File: src/rtl/fetch_unit.sv
// Instruction fetch stage for the 9-bit core: PC, ROM addressing, one-bubble branch flush, halt detect.
// Optional FETCH_CYCLE_CNT_EN adds a saturating CycleCnt output counting RUN-state edges.
module fetch_unit #(
  parameter int unsigned      PC_W      = 10,
  parameter int unsigned      IW        = 9,
  parameter logic [IW-1:0]    HALT_WORD = 9'b011111111
) (
  input  logic              Clk,
  input  logic              Reset,
  input  logic [IW-1:0]     InstrIn,
  input  logic              Stall,
  input  logic              BranchTaken,
  input  logic [PC_W-1:0]   BranchTarget,
  output logic [PC_W-1:0]   PC,
  output logic [IW-1:0]     Instr,
  output logic              Valid,
  output logic              Done
`ifdef FETCH_CYCLE_CNT_EN
  ,
  output logic [15:0]       CycleCnt
`endif
);

  typedef enum logic [1:0] {StBoot, StRun, StHalt} state_e;

  localparam logic [PC_W-1:0] PcOne = PC_W'(1);

  state_e state_q;

  always_ff @(posedge Clk or posedge Reset) begin
    if (Reset) begin
      state_q <= StBoot;
      PC      <= '0;
      Instr   <= '0;
      Valid   <= 1'b0;
      Done    <= 1'b0;
    end else begin
      unique case (state_q)
        StBoot: begin
          Instr   <= InstrIn;
          Valid   <= 1'b1;
          PC      <= PC + PcOne;
          state_q <= StRun;
        end
        StRun: begin
          // Halt wins over stall so a held halt word still terminates the program.
          if (Valid && (Instr == HALT_WORD)) begin
            state_q <= StHalt;
            Done    <= 1'b1;
            Valid   <= 1'b0;
          end else if (Stall) begin
            state_q <= StRun;
          end else if (BranchTaken && Valid) begin
            PC    <= BranchTarget;
            Instr <= '0;
            Valid <= 1'b0;
          end else begin
            Instr <= InstrIn;
            Valid <= 1'b1;
            PC    <= PC + PcOne;
          end
        end
        StHalt: begin
          state_q <= StHalt;
        end
        default: begin
          state_q <= StBoot;
        end
      endcase
    end
  end

`ifdef FETCH_CYCLE_CNT_EN
  always_ff @(posedge Clk or posedge Reset) begin
    if (Reset) begin
      CycleCnt <= '0;
    end else if ((state_q == StRun) && (CycleCnt != 16'hFFFF)) begin
      CycleCnt <= CycleCnt + 16'd1;
    end
  end
`endif

endmodule
File: config.mk
export PLATFORM = sky130hd
export DESIGN_NAME = fetch_unit
export DESIGN_NICKNAME = d
export VERILOG_FILES = /design/src/rtl/fetch_unit.sv
export SDC_FILE = /design/constraint.sdc
export NUM_CORES = 1
export LEC_CHECK = 0
export ABC_AREA = 1
export ABC_CLOCK_PERIOD_IN_PS = 2100
export CORE_ASPECT_RATIO = 1.25
export CORE_MARGIN = 2
export CORE_UTILIZATION = 25
export DETAILED_ROUTE_END_ITERATION = 8
export HOLD_SLACK_MARGIN = 0.15
export PLACE_DENSITY_LB_ADDON = 0.08
export SLEW_MARGIN = 20
export SYNTH_ARGS = -nofsm -noshare
export SYNTH_HDL_FRONTEND = slang
export SYNTH_SLANG_ARGS = --single-unit
File: constraint.sdc
create_clock -name Clk -period 2.1 [get_ports Clk]
set_clock_uncertainty 0.1 [all_clocks]
set_input_delay 0.42 -clock Clk [delete_from_list [all_inputs] [get_ports Clk]]
set_output_delay 0.42 -clock Clk [all_outputs]
set_load 0.02 [all_outputs]
# Yosys cells after proc, flatten, opt, wreduce, memory -nomap -nowiden
# Cells that the tools add are included.
[op_classes]
eq_ne = 7
reduce_logical = 7
mux = 15
n_addsub = 1
[ops]
columns = ["operator", "count"]
rows = [
  ["$mux W10", 3],
  ["$mux W9", 3],
  ["$pmux W10 S2", 1],
  ["$pmux W9 S2", 1],
  ["$add A10 B1 Y10 const B", 1],
  ["$eq A9 B8 Y1 const B", 1],
  ["$ne A3 B3 Y1 const B", 2],
  ["$pmux W2 S3", 1],
  ["$mux W2", 2],
  ["$ne A2 B2 Y1 const B", 2],
  ["$reduce_and A2 Y1", 2],
  ["$mux W1", 3],
  ["$reduce_and A3 Y1", 1],
  ["$eq A2 B1 Y1 const B", 1],
  ["$eq A2 B2 Y1 const B", 1],
  ["$logic_and A1 B1 Y1", 2],
  ["$logic_not A2 Y1", 1],
  ["$pmux W1 S2", 1],
  ["$reduce_bool A2 Y1", 1],
]
[totals]
input_bits = 23
out_inout_bits = 21
wordCells = 35
register_bits = 23

# Logic depth before layout (Yosys ltp)
# Gate-level depths: netlist of the first run.
[logic_depth]
depth_word = 5
depth_mapped = 10
mapped_depth_nobuf = 9

# Least setup slack after synthesis of the first run
# OpenSTA, ideal clock, no wires.
[synth_path]
path_kind = "flip-flop to flip-flop"
from = "reg PC[0]"
to = "reg PC[8]"
arrival_ps = 1190
setup_ps = 117
period_less_slack_ps = 1407
path_buffers = 0
setup_slack_ps = 693
t_required_ps = 1883
path_stages_with_launch = 9
cell_sequence = "dfrtp_1 -> ha_1 -> nand2_1 -> nor2_1 -> nand2_1 -> nand2_1 -> nand3_1 -> nand3_1 -> nand2_1"
[synth_between]
elab_chain_cells = 5
[synth_lines]
columns = ["element", "line", "text"]
rows = [
  ["from (decl)", "14", "output logic [PC_W-1:0] PC,"],
  ["from (signal assigned)", "42", "PC <= PC + PcOne;"],
  ["from (signal assigned)", "54", "PC <= BranchTarget;"],
  ["from (signal assigned)", "60", "PC <= PC + PcOne;"],
  ["$add A10 B1 Y10 *", "42, 60", ""],
  ["$mux W10", "53", "end else if (BranchTaken && Valid) begin"],
  ["$mux W10", "51", "end else if (Stall) begin"],
  ["$mux W10", "47", "if (Valid && (Instr == HALT_WORD)) begin"],
  ["$pmux W10 S2 *", "38", "unique case (state_q)"],
]
# Mark *: on every way between the ends. The rest lies on a longest branch, timed or not. The select of a mux whose other input is x is not followed.
# A chain may end at the register's enable or synchronous reset.

# Worst setup path after layout of the first run
[layout_path]
from = "reg PC[5]"
to = "out PC[5]"
# No word-level cell between the ends.

==> impl_metrics.yaml, run 1 <==
outcome:
  run_status: "complete, no violations"
critical_path:
  crit_required_ns: 1.58
  reg2reg_setup_slack_ns: 0.54
  critical_path_cell_count: 1
  critical_path_peak_fanout: 8
  timing.rr.start: "Instr[5]"
  start_point_of_the_critical_path: "PC[5]"
  setup.worst_path.start_class: "register"
  critPathMaxStageDelay_ns: 0.65
  path_buf_inv: 1
  critical_path.cell_chain: "clkdlybuf4s50_1"
  r2r_end: "Instr[6]"
  worstPathArrival_ns: 1.41
  critical_path_class: "reg2out"
  timing.critical_path.max_delay_family: "buffers and inverters"
  critical_path.endpoint_type: "primary output"
  cell_count_of_the_worst_reg_to_reg_path: 8
  endpoint: "PC[5]"
  cpMaxStageDelayCell: "clkdlybuf4s50_1"
floorplanning:
  num_io_pins: 44
  initial_util: 0.255
  core-area_um2: 5010
  design.die.area_um2: 5700
  die_h_um: 83.9
  num_rows: 29
  die-width_um: 67.9
detailed_routing:
  highest-signal-layer: "met4"
  initialDrtViolationCount: 69
  met1Wirelength_mm: 1.50
  firstDrtPassIters: 4
  via_per_inst: 4.28
  route.antenna.remaining_nets: 0
  vias: 1232
  met2_wirelength_mm: 1.72
  wire_per_inst_um: 11.7
  drc_violation_count_after_routing: 0
  postRouteWirelength_mm: 3.38
  met3WireLength_um: 141
global_route:
  wire_length_of_the_first_global_routing_pass_mm: 5.39
  grt_antenna_before_repair: 0
  globalRouteTotalUtil: 0.126
  grt_max_degree: 24
  globalRoute.totalOverflow: 0
  grt_pass1_vias: 1114
power:
  ir_drop_mv: 0.425
  power_density_nw_per_um2: 719
  static-leakage-power_nw: 0.894
clock_network:
  tritoncts: "yes"
  ctsResizeCount: 0
  cts_max_level: 1
  clkTransAtPathRegs_ns: 0.09
  clk_root_buffer_cell: "clkbuf_8"
  numClockSinks: 23
  post-cts-setup-buffers: 0
  clk_latency_ns: 0.27
  cts.path.max_buffers: 2
  cts-buffers-inserted: 3
  cts.hold.buffers_added: 0
place:
  post_place_instance_area_um2: 1790
  placement.io_buffers: 43
  hpwlAfterDp_mm: 2.49
  finalWeightedCongestion: 0.760
sta:
  max_slew.worst_pin.slew_ns: 0.322
  timing.slew.headroom: 0.784
  timing_max_transition_violations_final: 0
  final.min_clock_period_ns: 1.93
  max_freq_mhz: 519
  setup_tns_ns: 0
  hold_viol: 0
  min_period_over_period: 0.917
  setup_viol_count_final: 0
  rsz0062_at_grt: "false"
logic_synthesis:
  yosysWarnings: 0
  syn-cell-area_um2: 1280
  ys_types: 22
  mappedNetlistNets: 202
  syn_avg_cell_area_um2: 7.18
  synthesis.instances: 178
  yosys_register_bits: 23
  seq_area_frac_synth: 0.451
layout:
  antennaDiodeCount: 0
  final_design_area_no_fill_um2: 1830
  design.final.nets: 251
  nFillCells: 554
  synthesis_to_layout_area_growth_pct: 43.6
  fraction_of_layout_cells_with_a_size_suffix_above_1: 0.0664
min_path:
  worst_min_path_class: "reg2reg"
  worstHoldPathCells: 2
run:
  drv.max_cap_violation_count: 0
[cell usage after synthesis, drive strengths merged]
master	number	area share
nand4	2	0.015
clkbuf	1	0.0029
nand2	72	0.21
o21ai	10	0.039
buf	4	0.029
inv	17	0.052
dfrtp	23	0.45
clkinv	2	0.0059
ha	1	0.0098
nor2	9	0.026
or2	7	0.034
a21oi	1	0.0039
nand3	27	0.11
nand3b	2	0.012
[registers in the layout (all words and copies together) (netlist names)]
name	cells
state_q	2
Valid	1
Instr	9
PC	10
Done	1
[how the worst min path moves through the flow]
stage	slack, ns	end	start
final	0.38	Done	Done
after global routing	0.42	Done	Done
after global placement	0.35	Done	Done
after CTS	0.38	Done	Done
after floorplan	0.32	Done	Reset
after detailed placement	0.36	Done	Done
[metal layers]
| metal | track usage | vias up |
|---|---|---|
| met4 | 0.0218 | 0 |
| met3 | 0.0351 | 2 |
| li1 | - | 654 |
| met2 | 0.203 | 22 |
| met1 | 0.167 | 554 |
| met5 | 0 | - |
[where the power goes]
part,switching (mW),internal (mW)
clock,0.151,0.136
sequential,0.0762,0.503
combinational,0.233,0.221
[cells in the final DEF (no fill, tap or decap)]
cell type / instances
ha_1: 1
or2_2: 2
clkbuf_1: 1
nand2_1: 71
nand2_2: 1
inv_2: 1
clkdlybuf4s50_1: 43
nand3_1: 27
or2_1: 4
inv_4: 1
clkinv_1: 2
dfrtp_1: 23
buf_4: 6
o21ai_0: 6
o21ai_1: 4
nand4_2: 1
clkbuf_8: 3
inv_1: 15
nand4_1: 1
or2_0: 1
nor2_1: 9
a21oi_1: 1
nand3b_1: 2
[metrics by stage]
| step | instances | power (mW) | setup slack, ns | util | hold WS, ns |
|---|---|---|---|---|---|
| after CTS | 288 | 1.35 | 0.168 | 0.366 | 0.383 |
| after global placement | 284 | 1.05 | 0.250 | 0.357 | 0.353 |
| after global routing | 288 | 1.42 | 0.126 | 0.366 | 0.423 |
| final | 288 | 1.32 | 0.174 | 0.366 | 0.377 |
| after floorplan | 178 | 0.824 | 0.693 | - | 0.322 |
| after detailed placement | 284 | 1.05 | 0.244 | 0.357 | 0.356 |
[cell families (layout without fill, tap and decap cells)]
logic type / Yosys count / count (layout) / share of synthesized area
buf+inv: 24 / 72 / 0.0901
fa+ha+maj: 1 / 1 / 0.00979
compound gates: 11 / 11 / 0.0431
flops: 23 / 23 / 0.451
simple gates: 119 / 119 / 0.406
[area by class of cell]
class | instances | area (um2) | share of cell area
Multi-Input combinational cell | 131 | 587 | 0.320
Sequential cell | 23 | 576 | 0.314
Timing Repair Buffer | 49 | 475 | 0.259
Tap cell | 62 | 77.6 | 0.0423
Inverter | 19 | 73.8 | 0.0402
Clock buffer | 4 | 45.0 | 0.0246
[worst reg2reg max path, stage by stage (launching register included)]
cell and delay (ns):
dfrtp_1 0.40, nand2_1 0.07, nor2_1 0.13, nand3_1 0.11, nand2_1 0.08, nand2_2 0.20
buf_4 0.24, nand3_1 0.07, nand2_1 0.05
Note: power is estimated with default switching activity, not from simulation.
==> run 2, diff against run 1 <==
- CORE_UTILIZATION: 25 -> 48
==> run 2 against run 1 <==
Effect of this change:
- sequential power fell by 0.9%
- largest power group unchanged
- highest routed layer unchanged
- fmax fell by 1.3%
- cell count fell by 10%
- non-clock buffer count fell by 1
- first-iteration DRC count fell by 59%
- design area fell by 3.4%
- via count rose by 4.3%
- clock power fell by 27%
- register-to-register slack improved by 0.08 ns
- global-route usage rose by 9.5 points
==> impl_metrics.yaml, run 2 (synthesis results as in run 1) <==
critical_path:
  cpMaxStageDelayCell: "clkdlybuf4s50_1"
  critical_path_peak_fanout: 8
  path_buf_inv: 1
  critical_path_cell_count: 1
  critPathMaxStageDelay_ns: 0.64
  critical_path_class: "reg2out"
  worstPathArrival_ns: 1.43
  timing.critical_path.max_delay_family: "buffers and inverters"
  crit_required_ns: 1.58
  critical_path.cell_chain: "clkdlybuf4s50_1"
  cell_count_of_the_worst_reg_to_reg_path: 9
  setup.worst_path.start_class: "register"
  critical_path.endpoint_type: "primary output"
global_route:
  globalRoute.totalOverflow: 0
  grt_antenna_before_repair: 0
  globalRouteTotalUtil: 0.221
  grt_max_degree: 24
  grt_pass1_vias: 1237
  wire_length_of_the_first_global_routing_pass_mm: 5.23
place:
  placement.io_buffers: 43
  hpwlAfterDp_mm: 2.16
  pre_cts_slack_ns: 0.292
  finalWeightedCongestion: 0.818
floorplanning:
  num_io_pins: 44
  die_h_um: 61.7
  initial_util: 0.516
  num_rows: 20
  design.die.area_um2: 3090
  die-width_um: 50.1
  core-area_um2: 2480
sta:
  max_slew.worst_pin.slew_ns: 0.303
  hold_slack_ns: 0.330
  min_period_over_period: 0.929
  timing.slew.headroom: 0.798
  timing_max_transition_violations_final: 0
  max_freq_mhz: 513
  setup_ws_ns: 0.150
  setup_tns_ns: 0
  final.min_clock_period_ns: 1.95
  hold_viol: 0
  setup_viol_count_final: 0
  rsz0062_at_grt: "false"
layout:
  design.final.nets: 250
  nFillCells: 197
  mostFrequentLayoutCell: "nand2_1"
  antennaDiodeCount: 0
  registers.top_by_ff_count: "PC"
  number_of_flip_flops_in_the_largest_register: 10
  synthesis_to_layout_area_growth_pct: 38.7
  fraction_of_layout_cells_with_a_size_suffix_above_1: 0.0622
  reg_top3: "PC (10), Instr (9), state_q (2)"
  mostFrequentLayoutCells: "nand2_1 (71), clkdlybuf4s50_1 (43), nand3_1 (27)"
  seq_area_um2: 576
  multi_input_gate_area_um2: 587
clock_network:
  numClockSinks: 23
  post-cts-setup-buffers: 0
  cts-buffers-inserted: 3
  cts_max_level: 1
  ctsResizeCount: 0
  clk_latency_ns: 0.31
  tritoncts: "yes"
  clkTransAtPathRegs_ns: 0.13
  clk_root_buffer_cell: "clkbuf_4"
  cts.path.max_buffers: 2
  cts.hold.buffers_added: 0
detailed_routing:
  initialDrtViolationCount: 28
  drc_violation_count_after_routing: 0
  firstDrtPassIters: 4
  vias: 1285
  via_per_inst: 4.98
  wire_per_inst_um: 11.4
  postRouteWirelength_mm: 2.94
  route.antenna.remaining_nets: 0
power:
  static-leakage-power_nw: 0.882
  power_density_nw_per_um2: 698
  ir_drop_mv: 0.449
min_path:
  worst_min_path_class: "in2async"
run:
  drv.max_cap_violation_count: 0
outcome:
  run_status: "complete, no violations"
run 2: final timing paths:
check                           slack (ns)  endpoint      from
worst max-delay path                  0.15     PC[5]     PC[5]
worst min-delay path                  0.33     PC[0]     Reset
worst max register to register        0.62     PC[2]  Instr[8]
worst min register to register        0.39      Done      Done
max in group asynchronous             1.33     PC[9]     Reset
min in group Clk                      0.39      Done      Done
run 2: where the power goes:
part | total, mW | internal, mW | leakage (nW) | switching, mW
logic | 0.452 | 0.219 | 0.582 | 0.232
clock network | 0.209 | 0.0741 | 0.0150 | 0.135
registers | 0.575 | 0.503 | 0.285 | 0.0720
run 2: final cells by class:
cell class	count	area share
well taps	33	0.0233
flip-flops and latches	23	0.325
multi-input cells	131	0.331
inverters	19	0.0417
clock buffers	4	0.0148
repair buffers	48	0.264
run 2: per-layer routing:
| metal | routed length, um | GRT usage |
|---|---|---|
| met1 | 1250 | 0.253 |
| met2 | 1530 | 0.421 |
| met3 | 140 | 0.0364 |
| met4 | 18 | 0.0714 |
| met5 | 0 | 0 |
run 2: through the flow:
stage	utilization	std cells	power [mW]	instance area, um2
finish	0.715	258	1.24	1770
global route	0.715	258	1.33	1770
CTS	0.715	258	1.25	1770
detailed placement	0.705	254	1.04	1750
global placement	0.705	254	1.02	1750
floorplan	-	178	0.824	1280
==> run 3, diff against run 2 <==
- ABC_CLOCK_PERIOD_IN_PS: 2100 -> 2200
- CORE_UTILIZATION: 48 -> 45
- clock period: 2.1 -> 2.2 ns (I/O delays scaled with it)
==> run 3 against run 2 <==
Effect of this change:
- design area down 0.28%
- cell count is the same
- first-iteration DRC count decreased by 7.1%
- non-clock buffer count decreased by 1
- clock power down 6%
- critical path depth is the same
- routed wire length grew 1.6%
- via count fell by 0.62%
- combinational power fell by 4.9%
- worst hold slack improved by 0.023 ns
- sequential share of layout area grew 0.092 points
==> impl_metrics.yaml, run 3 (synthesis results as in run 1) <==
critical_path:
  cpMaxStageDelayCell: "clkdlybuf4s50_1"
  timing.critical_path.max_delay_family: "buffers and inverters"
  critical_path_peak_fanout: 8
  worstPathArrival_ns: 1.44
  critical_path.endpoint_type: "primary output"
  critical_path.cell_chain: "clkdlybuf4s50_1"
  crit_required_ns: 1.66
  cell_count_of_the_worst_reg_to_reg_path: 9
  timing.rr.start: "Instr[8]"
  path_buf_inv: 1
  setup.worst_path.start_class: "register"
  critical_path_cell_count: 1
  reg2reg_setup_slack_ns: 0.64
  r2r_end: "PC[5]"
  critical_path_class: "reg2out"
  critPathMaxStageDelay_ns: 0.65
clock_network:
  numClockSinks: 23
  clk_root_buffer_cell: "clkbuf_4"
  cts-buffers-inserted: 3
  post-cts-setup-buffers: 0
  cts.hold.buffers_added: 0
  ctsResizeCount: 0
  cts_max_level: 1
  clk_latency_ns: 0.31
  clkTransAtPathRegs_ns: 0.13
  cts.path.max_buffers: 2
  tritoncts: "yes"
sta:
  max_freq_mhz: 504
  final.min_clock_period_ns: 1.98
  min_period_over_period: 0.902
  hold_viol: 0
  rsz0062_at_grt: "false"
  max_slew.worst_pin.slew_ns: 0.322
  setup_ws_ns: 0.215
  timing_max_transition_violations_final: 0
  setup_tns_ns: 0
  hold_slack_ns: 0.353
  timing.slew.headroom: 0.784
  setup_viol_count_final: 0
detailed_routing:
  postRouteWirelength_mm: 2.99
  wire_per_inst_um: 11.6
  vias: 1277
  via_per_inst: 4.95
  initialDrtViolationCount: 26
  drc_violation_count_after_routing: 0
  firstDrtPassIters: 4
  route.antenna.remaining_nets: 0
floorplanning:
  die_h_um: 63.6
  die-width_um: 51.7
  core-area_um2: 2680
  design.die.area_um2: 3280
  num_rows: 21
  num_io_pins: 44
  initial_util: 0.477
power:
  power_density_nw_per_um2: 666
  ir_drop_mv: 0.437
  design_power_total_mw: 1.18
  static-leakage-power_nw: 0.880
outcome:
  run_status: "complete, no violations"
place:
  pre_cts_slack_ns: 0.325
  place_inst: 254
  finalWeightedCongestion: 0.809
  hpwlAfterDp_mm: 2.22
  post_place_instance_area_um2: 1740
  placement.io_buffers: 43
layout:
  seq_area_um2: 576
  design.final.nets: 249
  mostFrequentLayoutCells: "nand2_1 (71), clkdlybuf4s50_1 (43), nand3_1 (27)"
  fraction_of_layout_cells_with_a_size_suffix_above_1: 0.0625
  reg_top3: "PC (10), Instr (9), state_q (2)"
  utilization: 0.659
  final_design_area_no_fill_um2: 1770
  synthesis_to_layout_area_growth_pct: 38.3
  antennaDiodeCount: 0
  layoutNonFillerInstCount: 258
  registers.top_by_ff_count: "PC"
  nFillCells: 265
  mostFrequentLayoutCell: "nand2_1"
  multi_input_gate_area_um2: 587
  number_of_flip_flops_in_the_largest_register: 10
run:
  drv.max_cap_violation_count: 0
global_route:
  grt_antenna_before_repair: 0
  globalRoute.totalOverflow: 0
  wire_length_of_the_first_global_routing_pass_mm: 5.10
  grt_pass1_vias: 1236
  globalRouteTotalUtil: 0.200
  grt_max_degree: 24
min_path:
  worst_min_path_class: "in2async"
[run 3: cell type report]
class	instances	area share
multi-input cells	131	0.332
flip-flops and latches	23	0.326
repair buffers	47	0.261
inverters	19	0.0418
well taps	34	0.0241
clock buffers	3	0.0127
clock inverters	1	0.00283
[run 3: where the power goes]
| part | total (mW) | internal, mW | leakage, nW | switching, mW |
|---|---|---|---|---|
| logic | 0.430 | 0.208 | 0.577 | 0.223 |
| registers | 0.549 | 0.480 | 0.285 | 0.0690 |
| clock network | 0.196 | 0.0679 | 0.0177 | 0.128 |
[run 3: worst max-delay path by stage]
stage	start	endpoint	slack, ns
floorplan	PC[0]	PC[8]	0.79
global placement	BranchTaken	PC[2]	0.36
detailed placement	BranchTaken	PC[2]	0.33
CTS	PC[5]	PC[5]	0.21
global route	PC[5]	PC[5]	0.15
finish	PC[5]	PC[5]	0.22
[run 3: metal layers]
layer	up-vias	wire length [um]	GRT usage
li1	649	-	-
met1	590	1290	0.256
met2	36	1520	0.338
met3	2	158	0.0355
met4	0	19	0.0592
met5	-	0	0
==> RTL edit (flow settings as in run 3) <==
Add an input register stage for `BranchTarget`, without a reset; this delays it by one clock. The other inputs are not delayed to match.
--- a/src/rtl/fetch_unit.sv
+++ b/src/rtl/fetch_unit.sv
@@ -25,6 +25,12 @@
 
   localparam logic [PC_W-1:0] PcOne = PC_W'(1);
 
+  logic [PC_W-1:0] BranchTarget_q;
+
+  always_ff @(posedge Clk) begin
+    BranchTarget_q <= BranchTarget;
+  end
+
   state_e state_q;
 
   always_ff @(posedge Clk or posedge Reset) begin
@@ -51,7 +57,7 @@
           end else if (Stall) begin
             state_q <= StRun;
           end else if (BranchTaken && Valid) begin
-            PC    <= BranchTarget;
+            PC    <= BranchTarget_q;
             Instr <= '0;
             Valid <= 1'b0;
           end else begin
Function: changed (Yosys sat finds a counterexample within 4 cycles, from zero or initial values and one cycle with Reset high).
==> RTL edit against run 3 <==
Area after synthesis grew 19%. Total power grew 36%. Die area grew 18%. Routed wire length grew 11%. Combinational power shrank 3%. Worst setup slack gained 0.019 ns. Design area grew 16%. Largest cell class is now registers. Sequential cell count grew 10. Critical path depth is the same. Register-to-register slack lost 0.13 ns. Sequential share of layout area grew 5.2 points.
==> RTL edit: results (changes against run 3) <==
Mean Syn Cell Area=7.82 um2 (+9.0%); hold depth=1; sequential-to-total area share from yosys stat=50.9% (+5.8 points); Commonest cells post-synth=nand2_1 (71), nand3_1 (26), dfrtp_1 (23); fin cells=279 (+8.1%); r2r endpoint=PC[7]; largest registers=BranchTarget_q x10, PC x10, Instr x9; Non-Clock Buffer Count=45 (-4.3%); Worst R2R Start=Instr[1]; GRT Total Usage=18.6% (-1.4 points); peak supply drop=537 uV (+23%); Biggest Area Class=registers; Reg2Reg Depth=8 (-1); first-pass GRT wire length=5.58 mm (+9.5%); initial detailed-routing violation count=76 (+190%); footprint of the multi-input gates=616 um2 (+4.9%); met2 wire len=1.68 mm (+11%); #MultiIn Comb=134 (+2.3%); Clock Network Area Fraction=4.38% (+2.8 points); CP max stage delay=0.67 ns (+0.02 ns); Avg Vias per Cell=4.92 (-0.65%); vias in the first global route=1,328 (+7.4%); post-synthesis adder-cell area fraction=0.820% (-0.16 points); NonClk Buf Share=21.7% (-4.4 points); Synth async-reset ratio=69.7% (-30 points); post-synthesis xor/xnor area fraction=0% (unchanged); worst-path fanout max=9 (+1); Worst-Margin Slew=0.309 ns (-0.0130 ns); status=finished, final reports clean; Worst-path clk slew=0.06 ns (-0.07 ns); Seq area share=37.7% (+5.2 points); Synth Area in Compound Gates=4.43% (+0.12 points); synth unique cells=24 (+9.1%); Inverters, non-clock=22 (+3); P_leak=1.01 nW (+15%); clock latency on the worst-skew pair=0.28 ns (-0.03 ns); Placer Congestion=0.831 (+2.7%); clkbuf count=8 (+5); Final HPWL DP=2.43 mm (+9.5%); layout cells sized above 1=8.26% (+2.0 points); WL met3=163 um (+3.2%); Pre-antenna DRT Iters=5 (+1); Clk Tree Root Cell=clkbuf_8; M1 WL=1.43 mm (+11%); main area contributors after synthesis=dfrtp_1 (38%), nand2_1 (17%), dfxtp_1 (13%); Hold Path Origin=Done; fill count=291 (+9.8%); HP Class=reg2reg; syn_nets=219 (+8.4%); routed wire length=3.32 mm (+11%); Synth top area share=37.7% (-7.3 points); highest routed layer=met4; H-tree depth=2 (+1); nets=265 (+6.4%); seq_cells=33 (+43%); Num CTS Buffers=5 (+2); Reg2Reg Setup Slack=0.51 ns (-0.13 ns)
-- RTL edit: through the flow --
| step | total power [mW] | hold slack (ns) | setup WS (ns) | instance area, um2 |
|---|---|---|---|---|
| after global routing | 1.70 | 0.413 | 0.194 | 2060 |
| after global placement | 1.16 | 0.359 | 0.299 | 1970 |
| after floorplan | 0.975 | 0.342 | 0.769 | 1530 |
| after CTS | 1.63 | 0.382 | 0.229 | 2060 |
| final | 1.60 | 0.382 | 0.235 | 2060 |
| after detailed placement | 1.16 | 0.365 | 0.261 | 1970 |
-- RTL edit: where the power goes --
group / switching [mW] / leakage [nW] / internal [mW]
sequential: 0.0670 / 0.368 / 0.669
combinational: 0.218 / 0.597 / 0.197
clock: 0.196 / 0.0455 / 0.255
total: 0.481 / 1.01 / 1.12
-- RTL edit: per-layer routing --
layer / GRT usage, % / vias up
met4: 12.2 / 0
li1: - / 701
met5: 0 / -
met3: 5.82 / 4
met2: 31.2 / 42
met1: 19.7 / 625
